==> config.mk <==
export PLATFORM = sky130hd
export DESIGN_NAME = booth_mul_arbiter_flat
export DESIGN_NICKNAME = d
export VERILOG_FILES = /design/src/rtl/booth_mul_arbiter_if.sv /design/src/rtl/booth_mul_arbiter.sv /design/src/flat_wrapper.sv
export SDC_FILE = /design/constraint.sdc
export NUM_CORES = 1
export LEC_CHECK = 0
export CELL_PAD_IN_SITES_DETAIL_PLACEMENT = 1
export CELL_PAD_IN_SITES_GLOBAL_PLACEMENT = 2
export CORE_MARGIN = 2
export CORE_UTILIZATION = 24
export CTS_CLUSTER_DIAMETER = 150
export DETAILED_ROUTE_END_ITERATION = 16
export HOLD_SLACK_MARGIN = 0.03
export PLACE_DENSITY_LB_ADDON = 0.1
export SYNTH_ARGS = -nofsm -noshare
export SYNTH_HDL_FRONTEND = slang
export SYNTH_SLANG_ARGS = --single-unit
==> constraint.sdc <==
create_clock -name clk -period 16.8 [get_ports clk]
set_clock_uncertainty 0.2 [all_clocks]
set_input_delay 3.36 -clock clk [delete_from_list [all_inputs] [get_ports clk]]
set_output_delay 3.36 -clock clk [all_outputs]
set_load 0.03 [all_outputs]
==> src/rtl/booth_mul_arbiter_if.sv <==
// Requester-side bus of the shared Booth multiplier arbiter.
// The master modport is the client side and the slave modport is the arbiter side.
interface booth_mul_arbiter_if #(
  parameter int NREQ  = 4,
  parameter int WIDTH = 32
);
  localparam int IDW = $clog2(NREQ);

  logic [NREQ-1:0]       req;
  logic [NREQ*WIDTH-1:0] req_a;
  logic [NREQ*WIDTH-1:0] req_b;
  logic [NREQ-1:0]       grant;
  logic [NREQ-1:0]       done;
  logic [2*WIDTH-1:0]    result;
  logic [IDW-1:0]        result_id;
  logic                  busy;

  modport master (
    output req, req_a, req_b,
    input  grant, done, result, result_id, busy
  );

  modport slave (
    input  req, req_a, req_b,
    output grant, done, result, result_id, busy
  );
endinterface

==> src/rtl/booth_mul_arbiter.sv <==
// Round-robin arbiter that time-shares one fixed-latency signed multiplier
// among NREQ requesters and returns each product tagged with its owner's ID.
module booth_mul_arbiter #(
  parameter int NREQ    = 4,
  parameter int WIDTH   = 32,
  parameter int MUL_LAT = 32
) (
  input  logic               clk,
  input  logic               rst_a,
  booth_mul_arbiter_if.slave bus,
  output logic               mul_load,
  output logic [WIDTH-1:0]   mul_a,
  output logic [WIDTH-1:0]   mul_b,
  input  logic [2*WIDTH-1:0] mul_out
);

  localparam int IDW = $clog2(NREQ);
  localparam int CW  = $clog2(MUL_LAT + 1);
  localparam logic [CW-1:0] CNT_LAST = CW'(MUL_LAT - 1);

  typedef enum logic [1:0] {IDLE, LOAD, WAIT, DONE} state_t;

  state_t         state;
  logic [IDW-1:0] rr_ptr;
  logic [IDW-1:0] cur_id;
  logic [CW-1:0]  cnt;
  logic [IDW-1:0] winner;
  logic           any_req;
  logic [IDW:0]   scan;

  // Scan from the highest offset down so the closest set request at or after
  // rr_ptr is the last one written and therefore wins.
  always_comb begin
    any_req = 1'b0;
    winner  = '0;
    scan    = '0;
    for (int k = NREQ - 1; k >= 0; k--) begin
      scan = {1'b0, rr_ptr} + (IDW + 1)'(k);
      if (scan >= (IDW + 1)'(NREQ))
        scan = scan - (IDW + 1)'(NREQ);
      if (bus.req[scan[IDW-1:0]]) begin
        any_req = 1'b1;
        winner  = scan[IDW-1:0];
      end
    end
  end

  always_ff @(posedge clk or posedge rst_a) begin
    if (rst_a) begin
      state         <= IDLE;
      rr_ptr        <= '0;
      cur_id        <= '0;
      cnt           <= '0;
      mul_load      <= 1'b0;
      mul_a         <= '0;
      mul_b         <= '0;
      bus.grant     <= '0;
      bus.done      <= '0;
      bus.result    <= '0;
      bus.result_id <= '0;
      bus.busy      <= 1'b0;
    end else begin
      case (state)
        IDLE: begin
          if (any_req) begin
            state     <= LOAD;
            cur_id    <= winner;
            mul_a     <= bus.req_a[int'(winner) * WIDTH +: WIDTH];
            mul_b     <= bus.req_b[int'(winner) * WIDTH +: WIDTH];
            mul_load  <= 1'b1;
            bus.grant <= NREQ'(1) << winner;
            bus.busy  <= 1'b1;
          end
        end
        LOAD: begin
          state     <= WAIT;
          mul_load  <= 1'b0;
          bus.grant <= '0;
          cnt       <= '0;
          rr_ptr    <= (cur_id == IDW'(NREQ - 1)) ? '0 : cur_id + 1'b1;
        end
        WAIT: begin
          // mul_out becomes valid exactly MUL_LAT edges after the load edge.
          if (cnt == CNT_LAST) begin
            state         <= DONE;
            cnt           <= '0;
            bus.result    <= mul_out;
            bus.result_id <= cur_id;
            bus.done      <= NREQ'(1) << cur_id;
          end else begin
            cnt <= cnt + 1'b1;
          end
        end
        DONE: begin
          state    <= IDLE;
          bus.done <= '0;
          bus.busy <= 1'b0;
        end
        default: state <= IDLE;
      endcase
    end
  end

endmodule

==> src/flat_wrapper.sv <==
// flat-port wrapper written by rule: the top's interface ports become plain ports
module booth_mul_arbiter_flat 
#(
  parameter int NREQ    = 4,
  parameter int WIDTH   = 32,
  parameter int MUL_LAT = 32
)
  (clk, rst_a, mul_load, mul_a, mul_b, mul_out, bus_req, bus_req_a, bus_req_b, bus_grant, bus_done, bus_result, bus_result_id, bus_busy);
  booth_mul_arbiter_if #(.NREQ(NREQ), .WIDTH(WIDTH)) bus_i ();
  input  logic clk;
  input  logic rst_a;
  output logic mul_load;
  output logic [WIDTH-1:0] mul_a;
  output logic [WIDTH-1:0] mul_b;
  input  logic [2*WIDTH-1:0] mul_out;
  input wire logic [$bits(bus_i.req)-1:0] bus_req;
  input wire logic [$bits(bus_i.req_a)-1:0] bus_req_a;
  input wire logic [$bits(bus_i.req_b)-1:0] bus_req_b;
  output wire logic [$bits(bus_i.grant)-1:0] bus_grant;
  output wire logic [$bits(bus_i.done)-1:0] bus_done;
  output wire logic [$bits(bus_i.result)-1:0] bus_result;
  output wire logic [$bits(bus_i.result_id)-1:0] bus_result_id;
  output wire logic [$bits(bus_i.busy)-1:0] bus_busy;
  assign bus_i.req = bus_req;
  assign bus_i.req_a = bus_req_a;
  assign bus_i.req_b = bus_req_b;
  assign bus_grant = bus_i.grant;
  assign bus_done = bus_i.done;
  assign bus_result = bus_i.result;
  assign bus_result_id = bus_i.result_id;
  assign bus_busy = bus_i.busy;
  booth_mul_arbiter #(.NREQ(NREQ), .WIDTH(WIDTH), .MUL_LAT(MUL_LAT)) u_core (.clk(clk), .rst_a(rst_a), .bus(bus_i), .mul_load(mul_load), .mul_a(mul_a), .mul_b(mul_b), .mul_out(mul_out));
endmodule
### Word level (Yosys, flattened, before mapping)

Cells that the tools add are included.

| cells by class | value |
|---|---|
| equality and inequality tests | 7 |
| magnitude comparators | 8 |
| add/subtract/negate cells | 9 |
| shifts and indexed selects | 4 |
| muxes and demuxes | 33 |
| reductions and logical operators | 11 |

Operators with widths:

| cell | number |
|---|---|
| indexed part select 128 x 8 -> 32 bit | 2 |
| 2-to-1 mux 2 bit | 11 |
| one-hot mux 4 bit (2 select lines) | 2 |
| less-than comparator 2 x 3 -> 1 bit, second input constant | 4 |
| one-hot mux 6 bit (2 select lines) | 1 |
| AND reduction 2 bit | 6 |
| greater-or-equal comparator 3 bit, second input constant | 3 |
| 2-to-1 mux 1 bit | 9 |
| binary-select mux 1 bit (select 2 bit) | 4 |
| 2-to-1 mux 4 bit | 2 |
| one-hot mux 2 bit (4 select lines) | 1 |
| nonzero test 2 bit | 4 |
| << shifter 1 x 2 -> 4 bit, first input constant | 2 |
| subtractor 2 x 1 -> 2 bit, second input constant | 4 |
| adder 2 x 2 -> 3 bit, second input constant | 2 |
| adder 6 x 1 -> 6 bit, second input constant | 1 |
| equality test 2 bit, second input constant | 3 |
| equality test 6 x 5 -> 1 bit, second input constant | 1 |
| 2-to-1 mux 6 bit | 1 |
| != test 2 x 1 -> 1 bit, second input constant | 2 |
| one-hot mux 1 bit (2 select lines) | 2 |
| adder 2 x 1 -> 3 bit, second input constant | 1 |
| greater-or-equal comparator 2 x 3 -> 1 bit, second input constant | 1 |
| adder 2 x 1 -> 2 bit, second input constant | 1 |
| 2 further kinds | 2 |

| storage, ports and cells | value |
|---|---|
| output and inout bits | 140 |
| register bits after elaboration | 152 |
| word-level logic and storage cells | 84 |
| input bits | 326 |

### Logic depth before layout (Yosys ltp)

| logic depth | value |
|---|---|
| depth in word-level cells | 12 |
| mapped depth | 8 |
| depth with buffers taken out | 6 |

### Worst setup path before layout

OpenSTA, ideal clock, no wires.

| timing path | value |
|---|---|
| kind | in2reg |
| start point | in bus_req[3] |
| end point | reg u_core.mul_b[17] |
| path slack | 11.807 ns |
| stages | 6 |
| library setup time | 0.136 ns |
| arrival | 4.657 ns |
| path through | or4_4 > and2_4 > clkbuf_1 > clkbuf_1 > o2bb2ai_1 > a31oi_2 |

| on the way | value |
|---|---|
| cells in the longest elaborated chain, start to end | 7 |
| elaborated cells between the ends (all ways) | 18 |
| those cells by class | shift (1); mux (16); reduce/logical (1) |

Ends and longest elaborated chain:

| what | line | text |
|---|---|---|
| from (decl) | flat_wrapper.sv:16 | `input wire logic [$bits(bus_i.req)-1:0] bus_req;` |
| binary-select mux 1 bit (select 2 bit) | booth_mul_arbiter.sv:41 | `if (bus.req[scan[IDW-1:0]]) begin` |
| 2-to-1 mux 1 bit (not written as such) | booth_mul_arbiter.sv:41 |  |
| 2-to-1 mux 2 bit / 2-to-1 mux 1 bit (equally long branches) (4 in series) | booth_mul_arbiter.sv:41 |  |
| indexed part select 128 x 8 -> 32 bit / AND reduction 2 bit (equally long branches) | n/a |  |
| to (signal assigned) | booth_mul_arbiter.sv:69 | `mul_b <= bus.req_b[int'(winner) * WIDTH +: WIDTH];` |
| to (decl) | booth_mul_arbiter.sv:13 | `output logic [WIDTH-1:0] mul_b,` |

Parallel ways exist; a longest one is shown, timed or not. The select of a mux whose other input is x is not followed.
A chain may end at the register's enable or synchronous reset.

### Worst setup path after layout

| timing path | value |
|---|---|
| start point | in bus_req[3] |
| end point | reg u_core.mul_a[1] |

| on the way | value |
|---|---|
| cells in the longest elaborated chain, start to end | 7 |
| elaborated cells between the ends (all ways) | 18 |
| those cells by class | shift (1); mux (16); reduce/logical (1) |

Ends and longest elaborated chain:

| what | line | text |
|---|---|---|
| binary-select mux 1 bit (select 2 bit) | booth_mul_arbiter.sv:41 |  |
| 2-to-1 mux 1 bit (not written as such) | booth_mul_arbiter.sv:41 |  |
| 2-to-1 mux 2 bit / 2-to-1 mux 1 bit (equally long branches) (4 in series) | booth_mul_arbiter.sv:41 |  |
| indexed part select 128 x 8 -> 32 bit / AND reduction 2 bit (equally long branches) | n/a |  |
| to (signal assigned) | booth_mul_arbiter.sv:68 | `mul_a <= bus.req_a[int'(winner) * WIDTH +: WIDTH];` |
| to (decl) | booth_mul_arbiter.sv:12 | `output logic [WIDTH-1:0] mul_a,` |

Parallel ways exist; a longest one is shown, timed or not. The select of a mux whose other input is x is not followed.

==> results.sh <==
export IMPL_p_per_area_nw_per_um2=145
export IMPL_clock_sinks=152
export IMPL_drt_wl_total_um=33300
export IMPL_synth_nets=1018
export IMPL_viasPerCell=4.56
export IMPL_pin_count=466
export IMPL_fmax_ghz=0.159
export IMPL_finalCriticalPeriod_ps=6280
export IMPL_final_setup_viol_count=0
export IMPL_maxCapViolations=0
export IMPL_ir_worst_vdd_mv=0.0732
export IMPL_setup_slack_ps=10520
export IMPL_htreeDepth=4
export IMPL_cts_resized=0
export IMPL_yosysWarnings=0
export IMPL_relSlewSlack=0.310
export IMPL_clock_power_share=0.210
export IMPL_status="complete, no violations"
export IMPL_min_period_over_period=0.374
export IMPL_die_x_um=185
export IMPL_nNetsFinal=1460
export IMPL_grt_pass1_wl_um=48400
export IMPL_tns_ps=0
export IMPL_first_pass_iters=4
export IMPL_synthesis_area_sq_um=7830
export IMPL_antenna_found_initial=3
export IMPL_worstSkewPairLatency_ps=420
export IMPL_ys_types=39
export IMPL_crit_fanout=66
export IMPL_n_fill_cell=3529
export IMPL_rsz0062_at_grt="false"
export IMPL_wl_per_cell_um=21.1
export IMPL_utilization=0.417
export IMPL_combPwrFrac=0.515
export IMPL_end_kind="flip-flop"
export IMPL_die_h_um=185
export IMPL_core_sq_um=32300
export IMPL_pre_cts_ws_ps=9980
export IMPL_swShare=0.434
export IMPL_power_mw=1.96
export IMPL_drtIter0Drc=231
export IMPL_syn_inst=683
export IMPL_yosysSeqAreaShare=0.486
export IMPL_slew_violations=0
export IMPL_drive_above_1_share=0.141
export IMPL_synth_avg_cell_area_sq_um=11.5
export IMPL_required_ps=16880
export IMPL_cp_arrival_ps=6360
export IMPL_cts_buffers=17
export IMPL_antenna_left=0
export IMPL_grt_pass1_vias=7754
export IMPL_p_switching_mw=0.848
export IMPL_p_int_mw=1.11
export IMPL_hold_violations=0
export IMPL_io_buffers=465
export IMPL_cts_root_buf="clkbuf_16"
export IMPL_synth_seq_cells=152
export IMPL_hp_class="reg2reg"
export IMPL_crit_path_start="bus_req[3]"
export IMPL_seqPwrFrac=0.275
export IMPL_path_class="in2reg"
export IMPL_initial_core_util=0.242
export IMPL_grt_max_degree=91
export IMPL_syn2layout_area_growth_pct=72.2
export IMPL_grt_usage=0.191
export IMPL_vias=7205
export IMPL_drc_errors=0
export IMPL_path_clk_slew_ps=80
export IMPL_gp_congestion=0.768
export IMPL_postCtsSetupBuffers=0
export IMPL_cts_tree="built"
export IMPL_holdBufCountCts=0
export IMPL_startpoint_type="input pin"
export IMPL_min_from="u_core.bus.result_id[0]$_DFFE_PP0P_"
export IMPL_hpwl_um=24800
export IMPL_grt_remaining_overflow=0
export IMPL_tightest_slew_ps=1030
export IMPL_rr_startpoint="u_core.state[0]$_DFFE_PP0P_"
export IMPL_p_leak_nw=5.41
export IMPL_row_count=66
export IMPL_cts_buffer_depth=2
export IMPL_worst_hold_slack_ps=287
export IMPL_die_area_sq_um=34100
## per-stage QoR
stage | std cells | instance area (sq um)
floorplan | 683 | 7830
finish | 1581 | 13500
global placement | 1548 | 12800
detailed placement | 1548 | 12800
CTS | 1580 | 13500
global route | 1581 | 13500
## registers in the layout (all words and copies together) (netlist names)
name and cells:
u_core.mul_load 1, u_core.bus.busy 1, u_core.bus.grant 4, u_core.mul_a 32, u_core.bus.result_id 2, u_core.state 2
u_core.bus.result 64, u_core.rr_ptr 2, u_core.cur_id 2, u_core.cnt 6, u_core.bus.done 4, u_core.mul_b 32
## power groups by stage
stage / Clock (mW) / Sequential [mW] / Combinational, mW
2_1_floorplan: 0 / 0.711 / 0.452
3_3_place_gp: 0 / 0.541 / 1.02
3_5_place_dp: 0 / 0.543 / 1.03
4_1_cts: 0.425 / 0.539 / 1.03
5_1_grt: 0.442 / 0.553 / 1.09
6_report: 0.410 / 0.538 / 1.01
## cells by family after synthesis
logic type	synth area share
adder cells (fa/ha/maj)	0.0144
multiplexers	0.179
AND/OR/NAND/NOR	0.0817
buffers and inverters	0.0430
flip-flops	0.486
AO/OA/AOI/OAI	0.193
XOR/XNOR	0.00224
## cell usage in the layout (no fill, tap or decap), types with 2 or more instances in the layout
cell type and count:
a21boi_0 2, a21oi_1 5, a22o_1 10, a31oi_1 37, a31oi_2 27, buf_4 9, clkbuf_16 17, clkdlybuf4s50_1 465
clkinv_4 2, clkinv_8 5, dfrtp_1 152, ha_1 9, inv_1 11, inv_6 5, inv_8 3, mux2_2 66
mux2i_1 66, nand2_1 139, nand2b_1 2, nand3_1 4, nor2_1 6, o21ai_0 9, o22ai_1 2, o2bb2ai_1 47
o2bb2ai_2 19
## final cells by class
type                       instances  area [sq um]  area share
antenna                            1          2.50    0.000186
multi-input combinational        468          3720       0.276
sequential                       152          3800       0.282
timing repair buffer             474          4720       0.351
clock buffer                      17           425      0.0316
tap                              442           553      0.0411
inverter                          12          50.0     0.00372
clock inverter                    15           198      0.0147
## path summary, 6_finish.rpt
| path | end | depth (start not counted) | slack (ps) |
|---|---|---|---|
| worst max-delay path | u_core.mul_a[1]$_DFFE_PP0P_ | 7 | 10520 |
| worst min-delay path | u_core.bus.result_id[0]$_DFFE_PP0P_ | 2 | 290 |
| worst max register to register | u_core.mul_a[1]$_DFFE_PP0P_ | 7 | 13430 |
| worst min register to register | u_core.bus.result_id[0]$_DFFE_PP0P_ | 2 | 290 |
| max in group asynchronous | u_core.bus.result[16]$_DFFE_PP0P_ | 3 | 11640 |
| min in group asynchronous | u_core.bus.result[17]$_DFFE_PP0P_ | 2 | 3280 |
## worst max-delay path, cell delays in order
cell and delay [ps]:
clkdlybuf4s50_1 580, or4_4 200, and2_4 770, o21a_4 470
buf_4 640, o2bb2ai_1 220, a31oi_2 60
## Yosys cell counts
library cell	instances	area share
o21a_1	1	0.00096
xnor2_1	1	0.0011
buf_4	2	0.0019
nor3_1	2	0.0013
o22ai_1	2	0.0016
or4_4	1	0.0014
inv_1	12	0.0058
nor3b_1	1	0.00096
a31oi_2	27	0.043
and2_4	1	0.0011
clkbuf_1	12	0.0058
a21boi_0	2	0.0019
o221a_2	1	0.0014
a311oi_1	1	0.0011
ha_1	9	0.014
dfrtp_1	152	0.49
buf_6	9	0.013
nand3_1	4	0.0026
nand2_1	140	0.067
o21ai_0	9	0.0058
nand4_1	1	0.00080
nor2_1	6	0.0029
nor2b_1	1	0.00080
buf_2	20	0.013
nand2b_1	2	0.0016
o31ai_1	1	0.00096
xor2_1	1	0.0011
a31oi_1	37	0.030
mux2i_1	66	0.084
a21o_1	1	0.00096
o2bb2ai_2	19	0.036
a22o_1	10	0.011
mux2_2	66	0.095
a21oi_1	5	0.0032
or3b_1	1	0.0011
o221ai_1	1	0.0011
buf_1	8	0.0038
o22a_1	1	0.0011
o2bb2ai_1	47	0.053
## routing by layer
metal,track usage,vias up,part of all wire
met5,0,-,0.00039
met4,0.0547,2,0.019
met3,0.0713,30,0.11
met2,0.345,316,0.51
met1,0.208,3478,0.37
li1,-,3379,-
(Power assumes the default switching activity.)
